File: src/rtl/core_seq_ctrl_if.sv
// Memory-side handshake bundle for core_seq_ctrl.
// Purpose: groups the instruction-fetch and data-access valid/ready signals and the gated
//          store enable, so they can be passed between the controller and the memories as one port.
// Modports:
//   master - sequencing controller: drives the requests, receives the ready/response signals
//   slave  - memory side: receives the requests, drives the ready/response signals
// Signals:
//   imem_req_valid/ready/addr  fetch request handshake and address
//   imem_resp_valid/inst       fetch response
//   dmem_req_valid/ready       data request handshake
//   dmem_resp_valid            data response (load data / store ack)
//   mem_wen                    gated store enable, travels with the data request
interface core_seq_ctrl_if #(
  parameter int unsigned PC_WIDTH   = 64,
  parameter int unsigned INST_WIDTH = 32
);
  logic                  imem_req_valid;
  logic                  imem_req_ready;
  logic [PC_WIDTH-1:0]   imem_req_addr;
  logic                  imem_resp_valid;
  logic [INST_WIDTH-1:0] imem_resp_inst;
  logic                  dmem_req_valid;
  logic                  dmem_req_ready;
  logic                  dmem_resp_valid;
  logic                  mem_wen;

  modport master (
    output imem_req_valid, imem_req_addr, dmem_req_valid, mem_wen,
    input  imem_req_ready, imem_resp_valid, imem_resp_inst, dmem_req_ready, dmem_resp_valid
  );

  modport slave (
    input  imem_req_valid, imem_req_addr, dmem_req_valid, mem_wen,
    output imem_req_ready, imem_resp_valid, imem_resp_inst, dmem_req_ready, dmem_resp_valid
  );
endinterface

File: src/rtl/core_seq_ctrl.sv
// Multi-cycle sequencing controller for the RV64 core datapath.
// Purpose: steps each instruction through fetch, execute, optional memory access and
//          write-back; owns the PC, retired-instruction count, ebreak halt and trap handling,
//          and gates the register-file and store write enables.
// Ports:
//   clk, rst          clock; synchronous active-high reset
//   bus               memory handshake bundle (master side)
//   inst              latched instruction for the decoder
//   dec_*             decoder classification of inst
//   next_pc_in        datapath next-PC (jal target or pc+4)
//   rf_wen            register-file write enable, only in write-back
//   pc                current instruction PC
//   retire, instret   retire pulse and 64-bit retired count
//   halted, trap      sticky status; trap_cause: 0 misaligned, 1 illegal, 2 fetch/3 data timeout
//   state             FSM state for debug
module core_seq_ctrl #(
  parameter int unsigned          PC_WIDTH    = 64,
  parameter int unsigned          INST_WIDTH  = 32,
  parameter logic [PC_WIDTH-1:0]  PC_RST      = 64'h8000_0000,
  parameter int unsigned          MEM_TIMEOUT = 255
) (
  input  logic                  clk,
  input  logic                  rst,
  core_seq_ctrl_if.master       bus,
  output logic [INST_WIDTH-1:0] inst,
  input  logic                  dec_is_load,
  input  logic                  dec_is_store,
  input  logic                  dec_is_ebreak,
  input  logic                  dec_inst_not_ipl,
  input  logic                  dec_reg_wen,
  input  logic [PC_WIDTH-1:0]   next_pc_in,
  output logic                  rf_wen,
  output logic [PC_WIDTH-1:0]   pc,
  output logic                  retire,
  output logic [63:0]           instret,
  output logic                  halted,
  output logic                  trap,
  output logic [1:0]            trap_cause,
  output logic [2:0]            state
);

  typedef enum logic [2:0] {
    StFetch = 3'd0,
    StIwait = 3'd1,
    StExec  = 3'd2,
    StMem   = 3'd3,
    StDwait = 3'd4,
    StWb    = 3'd5,
    StHalt  = 3'd6,
    StTrap  = 3'd7
  } state_e;

  state_e      curState;
  logic [15:0] toutCnt;
  logic        toutHit;
  logic        fetchMisaligned;

  assign fetchMisaligned = pc[1:0] != 2'b00;
  // Last waiting cycle allowed; only acts when the state's exit condition is false.
  assign toutHit = (MEM_TIMEOUT != 0) && (toutCnt == 16'(MEM_TIMEOUT - 1));

  always_ff @(posedge clk) begin
    if (rst) begin
      curState   <= StFetch;
      pc         <= PC_RST;
      inst       <= '0;
      instret    <= '0;
      halted     <= 1'b0;
      trap       <= 1'b0;
      trap_cause <= 2'd0;
      toutCnt    <= '0;
    end else begin
      unique case (curState)
        StFetch: begin
          if (fetchMisaligned) begin
            curState   <= StTrap;
            trap       <= 1'b1;
            trap_cause <= 2'd0;
            toutCnt    <= '0;
          end else if (bus.imem_req_ready) begin
            curState <= StIwait;
            toutCnt  <= '0;
          end else if (toutHit) begin
            curState   <= StTrap;
            trap       <= 1'b1;
            trap_cause <= 2'd2;
            toutCnt    <= '0;
          end else begin
            toutCnt <= toutCnt + 16'd1;
          end
        end
        StIwait: begin
          if (bus.imem_resp_valid) begin
            inst     <= bus.imem_resp_inst;
            curState <= StExec;
            toutCnt  <= '0;
          end else if (toutHit) begin
            curState   <= StTrap;
            trap       <= 1'b1;
            trap_cause <= 2'd2;
            toutCnt    <= '0;
          end else begin
            toutCnt <= toutCnt + 16'd1;
          end
        end
        StExec: begin
          toutCnt <= '0;
          if (dec_inst_not_ipl) begin
            curState   <= StTrap;
            trap       <= 1'b1;
            trap_cause <= 2'd1;
          end else if (dec_is_ebreak) begin
            curState <= StHalt;
            halted   <= 1'b1;
            instret  <= instret + 64'd1;
          end else if (dec_is_load || dec_is_store) begin
            curState <= StMem;
          end else begin
            curState <= StWb;
          end
        end
        StMem: begin
          if (bus.dmem_req_ready) begin
            curState <= StDwait;
            toutCnt  <= '0;
          end else if (toutHit) begin
            curState   <= StTrap;
            trap       <= 1'b1;
            trap_cause <= 2'd3;
            toutCnt    <= '0;
          end else begin
            toutCnt <= toutCnt + 16'd1;
          end
        end
        StDwait: begin
          if (bus.dmem_resp_valid) begin
            curState <= StWb;
            toutCnt  <= '0;
          end else if (toutHit) begin
            curState   <= StTrap;
            trap       <= 1'b1;
            trap_cause <= 2'd3;
            toutCnt    <= '0;
          end else begin
            toutCnt <= toutCnt + 16'd1;
          end
        end
        StWb: begin
          pc       <= next_pc_in;
          instret  <= instret + 64'd1;
          curState <= StFetch;
          toutCnt  <= '0;
        end
        StHalt, StTrap: begin
          toutCnt <= '0;
        end
        default: curState <= StTrap;
      endcase
    end
  end

  // A misaligned PC never issues a fetch request.
  assign bus.imem_req_valid = (curState == StFetch) && !fetchMisaligned;
  assign bus.imem_req_addr  = pc;
  assign bus.dmem_req_valid = (curState == StMem);
  assign bus.mem_wen        = (curState == StMem) && dec_is_store;

  assign rf_wen = (curState == StWb) && dec_reg_wen;
  // ebreak retires directly from execute; illegal takes priority and never retires.
  assign retire = (curState == StWb) ||
                  ((curState == StExec) && !dec_inst_not_ipl && dec_is_ebreak);
  assign state  = curState;

endmodule

File: src/flat_wrapper.sv
// flat-port wrapper written by rule: the top's interface ports become plain ports
module core_seq_ctrl_flat 
#(
  parameter int unsigned          PC_WIDTH    = 64,
  parameter int unsigned          INST_WIDTH  = 32,
  parameter logic [PC_WIDTH-1:0]  PC_RST      = 64'h8000_0000,
  parameter int unsigned          MEM_TIMEOUT = 255
)
  (clk, rst, inst, dec_is_load, dec_is_store, dec_is_ebreak, dec_inst_not_ipl, dec_reg_wen, next_pc_in, rf_wen, pc, retire, instret, halted, trap, trap_cause, state, bus_imem_req_valid, bus_imem_req_addr, bus_dmem_req_valid, bus_mem_wen, bus_imem_req_ready, bus_imem_resp_valid, bus_imem_resp_inst, bus_dmem_req_ready, bus_dmem_resp_valid);
  core_seq_ctrl_if #(.PC_WIDTH(PC_WIDTH), .INST_WIDTH(INST_WIDTH)) bus_i ();
  input  logic clk;
  input  logic rst;
  output logic [INST_WIDTH-1:0] inst;
  input  logic dec_is_load;
  input  logic dec_is_store;
  input  logic dec_is_ebreak;
  input  logic dec_inst_not_ipl;
  input  logic dec_reg_wen;
  input  logic [PC_WIDTH-1:0] next_pc_in;
  output logic rf_wen;
  output logic [PC_WIDTH-1:0] pc;
  output logic retire;
  output logic [63:0] instret;
  output logic halted;
  output logic trap;
  output logic [1:0] trap_cause;
  output logic [2:0] state;
  output wire logic [$bits(bus_i.imem_req_valid)-1:0] bus_imem_req_valid;
  output wire logic [$bits(bus_i.imem_req_addr)-1:0] bus_imem_req_addr;
  output wire logic [$bits(bus_i.dmem_req_valid)-1:0] bus_dmem_req_valid;
  output wire logic [$bits(bus_i.mem_wen)-1:0] bus_mem_wen;
  input wire logic [$bits(bus_i.imem_req_ready)-1:0] bus_imem_req_ready;
  input wire logic [$bits(bus_i.imem_resp_valid)-1:0] bus_imem_resp_valid;
  input wire logic [$bits(bus_i.imem_resp_inst)-1:0] bus_imem_resp_inst;
  input wire logic [$bits(bus_i.dmem_req_ready)-1:0] bus_dmem_req_ready;
  input wire logic [$bits(bus_i.dmem_resp_valid)-1:0] bus_dmem_resp_valid;
  assign bus_imem_req_valid = bus_i.imem_req_valid;
  assign bus_imem_req_addr = bus_i.imem_req_addr;
  assign bus_dmem_req_valid = bus_i.dmem_req_valid;
  assign bus_mem_wen = bus_i.mem_wen;
  assign bus_i.imem_req_ready = bus_imem_req_ready;
  assign bus_i.imem_resp_valid = bus_imem_resp_valid;
  assign bus_i.imem_resp_inst = bus_imem_resp_inst;
  assign bus_i.dmem_req_ready = bus_dmem_req_ready;
  assign bus_i.dmem_resp_valid = bus_dmem_resp_valid;
  core_seq_ctrl #(.PC_WIDTH(PC_WIDTH), .INST_WIDTH(INST_WIDTH), .PC_RST(PC_RST), .MEM_TIMEOUT(MEM_TIMEOUT)) u_core (.clk(clk), .rst(rst), .bus(bus_i), .inst(inst), .dec_is_load(dec_is_load), .dec_is_store(dec_is_store), .dec_is_ebreak(dec_is_ebreak), .dec_inst_not_ipl(dec_inst_not_ipl), .dec_reg_wen(dec_reg_wen), .next_pc_in(next_pc_in), .rf_wen(rf_wen), .pc(pc), .retire(retire), .instret(instret), .halted(halted), .trap(trap), .trap_cause(trap_cause), .state(state));
endmodule
File: config.mk
export PLATFORM = sky130hd
export DESIGN_NAME = core_seq_ctrl_flat
export DESIGN_NICKNAME = d
export VERILOG_FILES = /design/src/rtl/core_seq_ctrl_if.sv /design/src/rtl/core_seq_ctrl.sv /design/src/flat_wrapper.sv
export SDC_FILE = /design/constraint.sdc
export NUM_CORES = 1
export LEC_CHECK = 0
export BUFFER_PORTS_ARGS = -buffer_cell sky130_fd_sc_hd__buf_2
export CORE_UTILIZATION = 25
export CTS_BUF_LIST = sky130_fd_sc_hd__clkbuf_2 sky130_fd_sc_hd__clkbuf_4 sky130_fd_sc_hd__clkbuf_8
export CTS_CLUSTER_DIAMETER = 150
export DETAILED_ROUTE_END_ITERATION = 8
export HOLD_SLACK_MARGIN = 0.15
export SLEW_MARGIN = 20
export SYNTH_ARGS = -nofsm -noshare
export SYNTH_HDL_FRONTEND = slang
export SYNTH_SLANG_ARGS = --single-unit
File: constraint.sdc
create_clock -name clk -period 4.2 [get_ports clk]
set_input_delay 0 -clock clk [delete_from_list [all_inputs] [get_ports clk]]
set_output_delay 0 -clock clk [all_outputs]
set_load 0.02 [all_outputs]
# After elaboration in Yosys (flattened, before gate mapping)
# Index checks and enable logic that the tools add are counted.
[totals]
ff_bits = 183
input_bits = 107
out_inout_bits = 236
word_cells = 82
[op_classes]
n_addsub = 2
n_eq_ne = 15
n_mux = 37
bitwise_logic = 1
reduce_logical = 19
[op_table]
columns = ["op", "n"]
rows = [
  ["64-bit 2-to-1 mux", 2],
  ["64-bit one-hot mux with 2 select lines", 1],
  ["16-bit 2-to-1 mux", 6],
  ["16-bit one-hot mux with 5 select lines", 1],
  ["64-bit by 1-bit adder with 64-bit output, second input constant", 1],
  ["3-bit 2-to-1 mux", 9],
  ["3-bit one-hot mux with 6 select lines", 1],
  ["16-bit by 1-bit adder with 16-bit output, second input constant", 1],
  ["16-bit by 8-bit equality test with 1-bit output, second input constant", 1],
  ["2-bit 2-to-1 mux", 8],
  ["3-bit equality test, second input constant", 4],
  ["2-bit != test, second input constant", 6],
  ["2-bit one-hot mux with 5 select lines", 1],
  ["1-bit 2-to-1 mux", 7],
  ["3-bit by 2-bit equality test with 1-bit output, second input constant", 2],
  ["3-bit AND reduction", 2],
  ["6-bit AND reduction", 1],
  ["6-bit nonzero test", 1],
  ["1-bit logical AND", 5],
  ["1-bit one-hot mux with 5 select lines", 1],
  ["5-bit nonzero test", 1],
  ["2-bit nonzero test", 2],
  ["4-bit OR reduction", 1],
  ["3-bit by 1-bit equality test with 1-bit output, second input constant", 1],
  ["other kinds (6)", 8],
]

# Depth between registers and ports, before layout
[logic_depth]
ltp_word = 5
mapped_depth = 9
depth_no_buf = 7

# Least setup slack after synthesis
# Ideal clock, no wire load.
[synth_timing]
path_type = "flip-flop to flip-flop"
from = "register u_core.instret[0]"
to = "register u_core.instret[36]"
setup_ns = 0.070
arrival_time_ns = 2.089
required_ns = 4.130
path_slack_ns = 2.040
stages_incl_launch_ff = 9
n_path_buf = 2
period_less_slack_ns = 2.160
path_cell_list = "dfxtp_1 > ha_1 > clkbuf_1 > nand3_1 > nor3_2 > nand3_1 > buf_2 > or3_1 > a21oi_1"
[synth_between]
elab_chain_cells = 4
[synth_lines]
columns = ["item", "line", "rtl"]
rows = [
  ["start: declaration", "core_seq_ctrl.sv:35", "output logic [63:0] instret,"],
  ["start signal: assignment", "core_seq_ctrl.sv:115", "instret <= instret + 64'd1;"],
  ["start signal: assignment", "core_seq_ctrl.sv:150", "instret <= instret + 64'd1;"],
  ["64-bit by 1-bit adder with 64-bit output (*)", "core_seq_ctrl.sv:115, core_seq_ctrl.sv:150", ""],
  ["64-bit 2-to-1 mux", "core_seq_ctrl.sv:112", "end else if (dec_is_ebreak) begin"],
  ["64-bit 2-to-1 mux", "core_seq_ctrl.sv:108", "if (dec_inst_not_ipl) begin"],
  ["64-bit one-hot mux with 2 select lines (*)", "core_seq_ctrl.sv:73", "unique case (curState)"],
]
# Every way passes the cells marked *; elsewhere a longest branch is shown, timed or not. The select of a mux whose other input is x is not followed.
# A chain may end at the register's enable or synchronous reset.

# Worst setup path in the final report
[layout_timing]
from = "register u_core.curState[0], in the netlist u_core.state[0]"
to = "register u_core.instret[28]"
[layout_between]
elab_chain_cells = 3
word_cells_on_any_way = 7
classes_between = "4 x eq/ne; 1 x mux; 2 x reduce/logical"
[layout_lines]
columns = ["item", "line", "rtl"]
rows = [
  ["start: declaration", "core_seq_ctrl.sv:53", "state_e curState;"],
  ["start signal: assignment", "core_seq_ctrl.sv:64", "curState <= StFetch;"],
  ["start signal: assignment", "core_seq_ctrl.sv:76", "curState <= StTrap;"],
  ["start signal: assignment", "core_seq_ctrl.sv:81", "curState <= StIwait;"],
  ["3-bit by 2-bit equality test with 1-bit output / 3-bit equality test (equally long branches)", "core_seq_ctrl.sv:73", ""],
  ["2-bit != test (no line) / 2-bit nonzero test (equally long branches)", "-", ""],
  ["3-bit AND reduction (no line)", "-", ""],
]
# Parallel ways exist; a longest one is shown, timed or not.

==> impl_metrics.tcl <==
set metrics [dict create \
    path_clk_slew_ns 0.11 \
    clkLatencyLatePin_ns 0.49 \
    clock_skew_ns 0.0200 \
    htree_levels 4 \
    timing.final.crit_share 0.750 \
    syn_avg_cell_area_sq_um 7.99 \
    synthArstFlopShare 0 \
    synth_area_sq_mm 0.00819 \
    antenna_found_initial 0 \
    ctsResizeCount 0 \
    max_cap_viol_count 0 \
    wl_microns 26800 \
    p_int_mw 2.98 \
    cts.path.max_buffers 2 \
    worstPathMaxFanout 26 \
    instances_no_fill 1892 \
    cp.required_ns 4.62 \
    cts_hold_buf 175 \
    status "complete, no violations" \
    num_rows 65 \
    power.leakage_nw 5.23 \
    final_max_slew_viol_count 0 \
    final_cell_mix "buf_2 (341), nand2_1 (224), dfxtp_1 (183), dlygate4sd3_1 (175), a21oi_1 (141)" \
    pwr-share-clk 0.295 \
    worstSetupPathType "flip-flop to flip-flop" \
    synth_edf_count 0 \
    rsz0062_at_grt "false" \
    grt_pass1_vias 7967 \
    gp_congestion 0.817 \
    p_per_area_mw_per_mm2 382 \
    hold_viol 0 \
    cp-end-kind "flip-flop" \
    drt_iter0_drc 424 \
    arrival_ns 3.57 \
    hp-class "input port to flip-flop" \
    regToRegSetupSlack_ns 1.05 \
    ys.flop_type "dfxtp_1" \
    synthToLayoutAreaGrowth_pct 46.2 \
    max_slew_margin 0.314 \
    yosysWarnings 0 \
    drc 0 \
    max_clock_freq_mhz 317 \
    worst_pin_slew_ns 1.02 \
    synth_cells 1026 \
    drive_above_1_share 0.272 \
    fin_crit_ns 3.15 \
    fp.dieW_microns 183 \
    grtUsageTotal 0.153 \
    p_seq_frac 0.438 \
    ys_ff_latch 183 \
    drt-pass1-iter-count 7 \
    cts_buffers 17 \
    grt_start_max_net_pins 95 \
    fp.coreArea_sq_mm 0.0319 \
    tritoncts "built" \
    num_vias 8657 \
    nNetsFinal 1554 \
    io_pins 343 \
    die_h_microns 183 \
    viasPerCell 4.58 \
    vdd_drop_max_mv 0.224 \
    switching_share 0.350 \
    switchingPower_mw 1.60 \
    synth_cell_type_count 54 \
    overflow 0 \
    post_cts_buffers 0 \
    ys_seq_area_frac 0.447 \
    tns_ns 0 \
    clockRootBuffer "clkbuf_8" \
    portBuffers 342 \
    num_antenna_cells 0 \
    avgRoutedWirePerCell_microns 14.2 \
    layout_commonest_cell "buf_2" \
    grt_pass1_wl_microns 40900 \
    dieArea_sq_mm 0.0335 \
    dp.cells 1685 \
    cts_sinks 183 \
    hpwl_microns 17600 \
    power_frac_comb 0.266 \
    cp-start-kind "flip-flop" \
    final-setup-viol-count 0 \
    synth_nets 1136 \
    start_util 0.257 \
    antenna_left 0 \
]
[cells in the mapped netlist, drive strengths merged, types with 14 or more instances]
master,instances,area share
nand2,225,0.10
dfxtp,183,0.45
a21oi,141,0.086
buf,81,0.068
nor2,61,0.028
clkbuf,42,0.019
nand3,35,0.021
nand4,31,0.026
o21ai,27,0.016
xor2,25,0.027
or4,21,0.019
o31ai,20,0.018
xnor2,15,0.016
nor3,14,0.0098
or3,14,0.011
[cells by family (layout without fill, tap and decap cells)]
group / Yosys count / count (layout) / share of synthesized area
compound gates: 209 / 209 / 0.141
xor+xnor: 40 / 40 / 0.0428
fa+ha+maj: 3 / 3 / 0.00458
buf+inv: 133 / 564 / 0.0922
flops: 183 / 183 / 0.447
mux: 1 / 1 / 0.00122
simple gates: 457 / 457 / 0.271
[sequential cells by signal, summed over array words and instances (netlist names)]
name,count
u_core.instret,64
u_core.halted,1
u_core.inst,32
u_core.toutCnt,16
u_core.state,3
u_core.trap_cause,2
u_core.bus.imem_req_addr,64
u_core.trap,1
[critical path, stage by stage, from the launching register on]
cell and delay, ns:
dfxtp_1 0.81, and3b_2 0.34, a22o_1 0.14, buf_4 0.22, nand3_1 0.67, or4_1 0.73
a21oi_1 0.16
[routing by layer]
metal,vias to the layer above,part of all wire,GRT usage
li1,4322,-,-
met1,4029,0.43,0.175
met2,276,0.48,0.262
met3,30,0.068,0.0516
met4,0,0.024,0.0553
met5,-,0,0
[stage by stage]
stage	area, sq um	power, mW	util	worst slack, ns	hold WS, ns
floorplan	8190	2.76	-	2.04	0.124
global placement	9790	3.05	0.307	1.23	0.226
detailed placement	9790	3.06	0.307	1.11	0.231
CTS	12000	4.62	0.376	1.08	0.154
global route	12000	4.82	0.376	0.803	0.193
finish	12000	4.58	0.376	1.05	0.200
[cell type report]
type | count | area (sq um)
Clock buffer | 17 | 234
Clock inverter | 15 | 204
Fill cell | 3267 | 19900
Inverter | 10 | 37.5
Multi-Input combinational cell | 710 | 3780
Sequential cell | 183 | 3660
Tap cell | 435 | 544
Timing Repair Buffer | 522 | 3520
[power by group through the flow]
stage	Combinational [mW]	Clock, mW	Sequential (mW)
after detailed placement	1.02	0	2.04
after global placement	1.01	0	2.04
after CTS	1.21	1.41	2.00
final	1.22	1.35	2.01
after global routing	1.33	1.47	2.03
after floorplan	0.628	0	2.13
[path summary, 6_finish.rpt]
kind	start	end	cells after the start
worst max register to register	u_core.state[0]	u_core.instret[28]	6
worst max-delay path	u_core.state[0]	u_core.instret[28]	6
worst min register to register	u_core.trap	u_core.trap	2
worst min-delay path	dec_inst_not_ipl	u_core.trap_cause[1]	5
Power figures use the tool's default switching activity.
